### src/rtl/qos_pkg.sv
// Shared types and constants for the weighted round-robin queue arbiter.
package qos_pkg;

  localparam int unsigned NUM_QUEUES = 4;
  localparam int unsigned IDX_W      = 2;
  localparam int unsigned CREDIT_W   = 4;

  localparam int unsigned DEF_W0 = 4;
  localparam int unsigned DEF_W1 = 3;
  localparam int unsigned DEF_W2 = 2;
  localparam int unsigned DEF_W3 = 1;

  typedef enum logic {
    IDLE  = 1'b0,
    SERVE = 1'b1
  } state_t;

  // Credit loaded on selection: weight-1, with a zero weight treated as one.
  function automatic logic [CREDIT_W-1:0] credit_reload(input int unsigned w);
    if (w == 0) begin
      return '0;
    end
    return CREDIT_W'(w - 1);
  endfunction

endpackage

### src/rtl/rr_pick.sv
// Rotating-priority search: first set request bit at or after start, wrapping.
module rr_pick
  import qos_pkg::*;
(
  input  logic [NUM_QUEUES-1:0] req,
  input  logic [IDX_W-1:0]      start,
  output logic [IDX_W-1:0]      idx,
  output logic                  found
);

  logic [IDX_W-1:0] cand;

  // Scan from start; the index counter wraps naturally at NUM_QUEUES.
  always_comb begin
    idx   = '0;
    found = 1'b0;
    cand  = '0;
    for (int unsigned k = 0; k < NUM_QUEUES; k++) begin
      cand = start + IDX_W'(k);
      if (!found && req[cand]) begin
        idx   = cand;
        found = 1'b1;
      end
    end
  end

endmodule

### src/rtl/round_robin_arbiter.sv
// Weighted round-robin arbiter draining four queues into one downstream FIFO.
module round_robin_arbiter
  import qos_pkg::*;
#(
  parameter int unsigned DATA_WIDTH = 10,
  parameter int unsigned W0         = DEF_W0,
  parameter int unsigned W1         = DEF_W1,
  parameter int unsigned W2         = DEF_W2,
  parameter int unsigned W3         = DEF_W3
) (
  input  logic                  CLK,
  input  logic                  RESET,
  input  logic [NUM_QUEUES-1:0] EMPTY_IN,
  input  logic [NUM_QUEUES-1:0] ALMOST_EMPTY_IN,
  input  logic [DATA_WIDTH-1:0] DATA_IN0,
  input  logic [DATA_WIDTH-1:0] DATA_IN1,
  input  logic [DATA_WIDTH-1:0] DATA_IN2,
  input  logic [DATA_WIDTH-1:0] DATA_IN3,
  input  logic                  FULL_IN,
  input  logic                  ALMOST_FULL_IN,
  output logic [NUM_QUEUES-1:0] POP_OUT,
  output logic                  PUSH_OUT,
  output logic [DATA_WIDTH-1:0] DATA_OUT,
  output logic [IDX_W-1:0]      GRANT_OUT,
  output logic                  IDLE_OUT
);

  state_t              state_q, state_d;
  logic [IDX_W-1:0]    cur_q, cur_d;
  logic [IDX_W-1:0]    ptr_q, ptr_d;
  logic [CREDIT_W-1:0] credit_q, credit_d;
  logic                push_q;
  logic [IDX_W-1:0]    grant_q;

  logic [NUM_QUEUES-1:0] req;
  logic                  en;
  logic [IDX_W-1:0]      start;
  logic [IDX_W-1:0]      pick;
  logic                  found;
  logic [CREDIT_W-1:0]   reload_pick;
  logic                  pop_valid;
  logic [IDX_W-1:0]      pop_idx;

  // Almost-empty is informational only; kept visible so it is not flagged unused.
  logic unused_status;
  assign unused_status = ^ALMOST_EMPTY_IN;

  // Almost-full gates new pops so the one in-flight push always has room; reset blocks pops.
  assign req = ~EMPTY_IN;
  assign en  = ~FULL_IN & ~ALMOST_FULL_IN & ~RESET;

  // IDLE searches from PTR; a rotation in SERVE searches from CUR+1 so CUR is eligible last.
  assign start = (state_q == SERVE) ? IDX_W'(cur_q + 2'd1) : ptr_q;

  rr_pick u_rr_pick (
    .req   (req),
    .start (start),
    .idx   (pick),
    .found (found)
  );

  // Credit to load for whichever queue the search selected.
  always_comb begin
    case (pick)
      2'd0:    reload_pick = credit_reload(W0);
      2'd1:    reload_pick = credit_reload(W1);
      2'd2:    reload_pick = credit_reload(W2);
      default: reload_pick = credit_reload(W3);
    endcase
  end

  // Next-state and pop decision.
  always_comb begin
    state_d   = state_q;
    cur_d     = cur_q;
    ptr_d     = ptr_q;
    credit_d  = credit_q;
    pop_valid = 1'b0;
    pop_idx   = cur_q;
    case (state_q)
      IDLE: begin
        if (en && found) begin
          pop_valid = 1'b1;
          pop_idx   = pick;
          cur_d     = pick;
          credit_d  = reload_pick;
          state_d   = SERVE;
        end
      end
      SERVE: begin
        if (en) begin
          if (req[cur_q] && (credit_q != '0)) begin
            pop_valid = 1'b1;
            pop_idx   = cur_q;
            credit_d  = credit_q - 4'd1;
          end else begin
            ptr_d = IDX_W'(cur_q + 2'd1);
            if (found) begin
              pop_valid = 1'b1;
              pop_idx   = pick;
              cur_d     = pick;
              credit_d  = reload_pick;
            end else begin
              state_d = IDLE;
            end
          end
        end
      end
    endcase
  end

  assign POP_OUT = pop_valid ? (NUM_QUEUES'(1) << pop_idx) : '0;

  // State registers; the push strobe and grant index trail the pop by one cycle.
  always_ff @(posedge CLK or posedge RESET) begin
    if (RESET) begin
      state_q  <= IDLE;
      cur_q    <= '0;
      ptr_q    <= '0;
      credit_q <= '0;
      push_q   <= 1'b0;
      grant_q  <= '0;
    end else begin
      state_q  <= state_d;
      cur_q    <= cur_d;
      ptr_q    <= ptr_d;
      credit_q <= credit_d;
      push_q   <= pop_valid;
      if (pop_valid) begin
        grant_q <= pop_idx;
      end
    end
  end

  // Queue read data arrives the cycle after the pop, aligned with the push strobe.
  always_comb begin
    DATA_OUT = '0;
    if (push_q) begin
      case (grant_q)
        2'd0:    DATA_OUT = DATA_IN0;
        2'd1:    DATA_OUT = DATA_IN1;
        2'd2:    DATA_OUT = DATA_IN2;
        default: DATA_OUT = DATA_IN3;
      endcase
    end
  end

  assign PUSH_OUT  = push_q;
  assign GRANT_OUT = grant_q;
  assign IDLE_OUT  = (state_q == IDLE);

endmodule

### config.mk
export PLATFORM = sky130hd
export DESIGN_NAME = round_robin_arbiter
export DESIGN_NICKNAME = d
export VERILOG_FILES = /design/src/rtl/qos_pkg.sv /design/src/rtl/rr_pick.sv /design/src/rtl/round_robin_arbiter.sv
export SDC_FILE = /design/constraint.sdc
export NUM_CORES = 1
export LEC_CHECK = 0
export ABC_AREA = 0
export CORE_MARGIN = 10
export CORE_UTILIZATION = 38
export CTS_CLUSTER_SIZE = 16
export DETAILED_ROUTE_END_ITERATION = 7
export HOLD_SLACK_MARGIN = 0.12
export PLACE_DENSITY = 0.92
export SETUP_SLACK_MARGIN = 0.05
export SLEW_MARGIN = 20
export SYNTH_ARGS = -nofsm -noshare
export SYNTH_HDL_FRONTEND = slang
export SYNTH_SLANG_ARGS = --single-unit
### constraint.sdc
create_clock -name CLK -period 2.8 [get_ports CLK]
set_input_delay 0.56 -clock CLK [delete_from_list [all_inputs] [get_ports CLK]]
set_output_delay 0.56 -clock CLK [all_outputs]
set_load 0.01 [all_outputs]
==> results of run 1 <==
[layer usage]
metal	up-vias	global-route usage [%]
met5	-	0
met1	736	20.49
met2	79	31.38
li1	667	-
met4	0	4.275
met3	4	4.245
[area by class of cell]
| cell class | count | area [sq um] |
|---|---|---|
| Timing Repair Buffer | 105 | 950.9 |
| Multi-Input combinational cell | 94 | 922.1 |
| Tap cell | 44 | 55.05 |
| Inverter | 6 | 22.52 |
| Fill cell | 208 | 763.2 |
| Clock buffer | 4 | 36.28 |
| Sequential cell | 12 | 302.8 |
[cells by family after synthesis]
group | share of synthesized area (%)
AOI/OAI and AO/OA | 15.35
xor gates and xnor gates | 0.7210
adders and majority gates | 1.030
buffers and inverters | 5.870
DFF | 24.72
muxes | 23.38
and+or+nand+nor | 28.94
[worst reg2reg max path, cell delays in order, from the launching register on]
cell and delay [ns]:
dfrtp_1 0.40, buf_6 0.16, buf_6 0.11, nor4b_4 0.03, or3_4 0.38, nor4b_4 0.35, buf_4 0.20, buf_4 0.10
buf_4 0.11, o21ai_0 0.07, a21o_1 0.19
[sequential cells by signal, indices dropped and copies added, names as in the netlist]
name       cells
GRANT_OUT      2
cur_q          2
ptr_q          2
credit_q       4
state_q        1
PUSH_OUT       1
[power by group]
group          switching [mW]  internal, mW  total (mW)
registers               0.122         0.250       0.372
clock network          0.0662        0.0792       0.145
logic                   0.546         0.758        1.30
total                   0.734          1.09        1.82
[final timing paths]
path / to / cells past startpoint / slack, ns
min reg2reg: credit_q[3] / 1 / 0.49
min in group asynchronous: ptr_q[1] / 3 / 0.74
max: POP_OUT[0] / 9 / 0.004
min: credit_q[3] / 1 / 0.49
max in group asynchronous: GRANT_OUT[0] / 3 / 1.71
max reg2reg: credit_q[0] / 10 / 0.58
[placed cells by master (no fill, tap or decap), drive strengths merged, types with 2 or more instances in the layout]
master / count
a21oi: 6
nand4b: 2
nand3b: 2
inv: 6
nor3: 3
buf: 44
nor4b: 3
mux4: 11
clkdlybuf4s50: 57
nand2: 7
nand4: 3
a21o: 3
or3: 5
nor3b: 2
clkbuf: 5
mux2: 2
nand3: 3
o21ai: 8
nor2: 7
o41ai: 2
nor2b: 3
and2: 10
clkdlybuf4s15: 2
dfrtp: 12
[metrics by stage]
step                worst slack [ns]  cell area, sq um  total power [mW]
floorplan                     0.3886              1215            0.9792
global placement             -0.5976              2090             1.400
detailed placement           -0.6687              2090             1.454
CTS                          0.03931              2228             1.718
global route                -0.06964              2290             1.936
finish                      0.004122              2290             1.821
[what timing repair did]
action | CTS | global route
endpoints found under the hold margin | 0 | 0
pin swaps | 6 | 6
setup endpoints to repair | 4 | 11
gates resized for setup | 39 | 10
buffers inserted | 6 | 5
==> flow_metrics.py, run 1 <==
metrics = {
    "sta": {
        "finalSetupTns_ns": 0,
        "finClkSkew_ns": 0.006295,
        "setup_viol": 0,
        "slew-limit-headroom_pct": 68.20,
        "rsz0062_at_grt": "true",
        "hold_violations": 0,
        "period_minus_slack_ns": 2.796,
        "worstMarginPinSlew_ns": 0.4770,
        "drv_slew": 0,
        "period_share_pct": 99.85,
        "hold_ws_ns": 0.4884,
        "max_freq_mhz": 357.7,
    },
    "clock_network": {
        "cts.sinks": 12,
        "cts_max_level": 1,
        "clockBufferDepth": 2,
        "clkTransAtPathRegs_ns": 0.08,
        "cts_tree": "done",
        "root_buffer": "clkbuf_4",
        "cts_buffers": 3,
        "holdBufCountCts": 0,
        "clk_latency_ns": 0.28,
    },
    "worst_setup_path": {
        "slowest_delay_ns": 0.39,
        "crit_arrival_ns": 2.24,
        "crit_family": "simple AND/OR/NAND/NOR gates",
        "cp_cell_sequence": "clkdlybuf4s15_1 > buf_6 > nor4b_4 > or3_4 > nor4b_4 > buf_4 > or3b_4 > o41ai_2 > buf_2",
        "critPathLaunchType": "primary input",
        "worstPathMaxFanout": 5,
        "criticalPathCategory": "in -> out",
        "end_kind": "output port",
        "crit_start": "EMPTY_IN[2]",
        "cpMostUsedCell": "nor4b_4",
        "slowest_stage": "or3_4",
        "cp.required_ns": 2.24,
        "rr_startpoint": "state_q",
        "path_buf_inv": 4,
    },
    "power_and_ir_drop": {
        "leakage_nw": 0.9750,
        "powerDensity_nw_per_um2": 795.2,
        "vdd_drop_max_uv": 696.9,
    },
    "layout": {
        "area_delta_synth_final_pct": 88.47,
        "finalNonFillerCells": 265,
        "drive_above_1_share_pct": 37.56,
        "nets": 275,
        "n_antenna_cell": 0,
        "fin_util_pct": 75.00,
    },
    "floorplanning": {
        "die_x_um": 76.55,
        "die_h_um": 76.55,
        "core_sq_um": 3053,
        "start_util_pct": 39.80,
        "dieArea_sq_um": 5859,
        "row_count": 20,
        "io_pins": 70,
    },
    "drt": {
        "route.met2.wl_mm": 2.852,
        "dr.pass1.iters": 4,
        "initialDrtViolationCount": 120,
        "routed_via_density": 5.608,
        "drtAntennaViolNets": 0,
        "vias": 1486,
        "met1_length_mm": 2.173,
        "drc": 0,
        "top_layer_used": "met4",
        "wl_per_cell_um": 20.62,
        "route.met3.wl_um": 397,
        "wl_mm": 5.465,
    },
    "grt": {
        "overflow": 0,
        "grt_max_degree": 13,
        "grtUsageTotal_pct": 17.60,
        "grt_antenna_before_repair": 0,
        "first_global_vias": 1550,
        "grt_first_pass_wirelength_mm": 8.542,
    },
    "placement": {
        "dp_cells": 250,
        "dp_hpwl_mm": 3.957,
        "gp_congestion": 0.8987,
        "io_buffers": 65,
    },
    "hold_path": {
        "min-delay-start": "credit_q[3]",
        "hp-class": "reg -> reg",
    },
    "yosys": {
        "synth_cell_types": 42,
        "syn_nets": 173,
        "synth_commonest_cells": "dfrtp_1 (12), mux4_2 (11), and2_1 (10)",
        "synth-main-ff-cell": "dfrtp_1",
        "syn-mean-instance-area_sq_um": 10.12,
        "synthDominantCellAreaShare_pct": 24.72,
        "yosys_warnings": 0,
        "synth_area_sq_um": 1215,
        "yosysTopAreaCell": "dfrtp_1",
        "yosysMostFrequentCell": "dfrtp_1",
        "ys_top_cells_by_area": "dfrtp_1 (25%), mux4_2 (20%), and2_1 (5.1%)",
        "yosysSeqAreaShare_pct": 24.72,
        "synth-async-reset-ratio_pct": 100.0,
        "synthCells": 120,
        "synth_seq_cells": 12,
        "synth_edf_count": 0,
    },
    "outcome": {
        "outcome": "complete, no violations",
    },
    "flow_run": {
        "drv_cap": 0,
    },
}
Power figures use the tool's default switching activity.
==> run 2, diff against run 1 <==
--- a/config.mk
+++ b/config.mk
@@ -8,6 +8,7 @@
 export ABC_AREA = 0
 export CORE_MARGIN = 10
 export CORE_UTILIZATION = 38
+export CTS_CLUSTER_DIAMETER = 150
 export CTS_CLUSTER_SIZE = 16
 export DETAILED_ROUTE_END_ITERATION = 7
 export HOLD_SLACK_MARGIN = 0.12
==> results of run 2 <==
The final DEF is identical to that of run 1; final timing and power are the same.
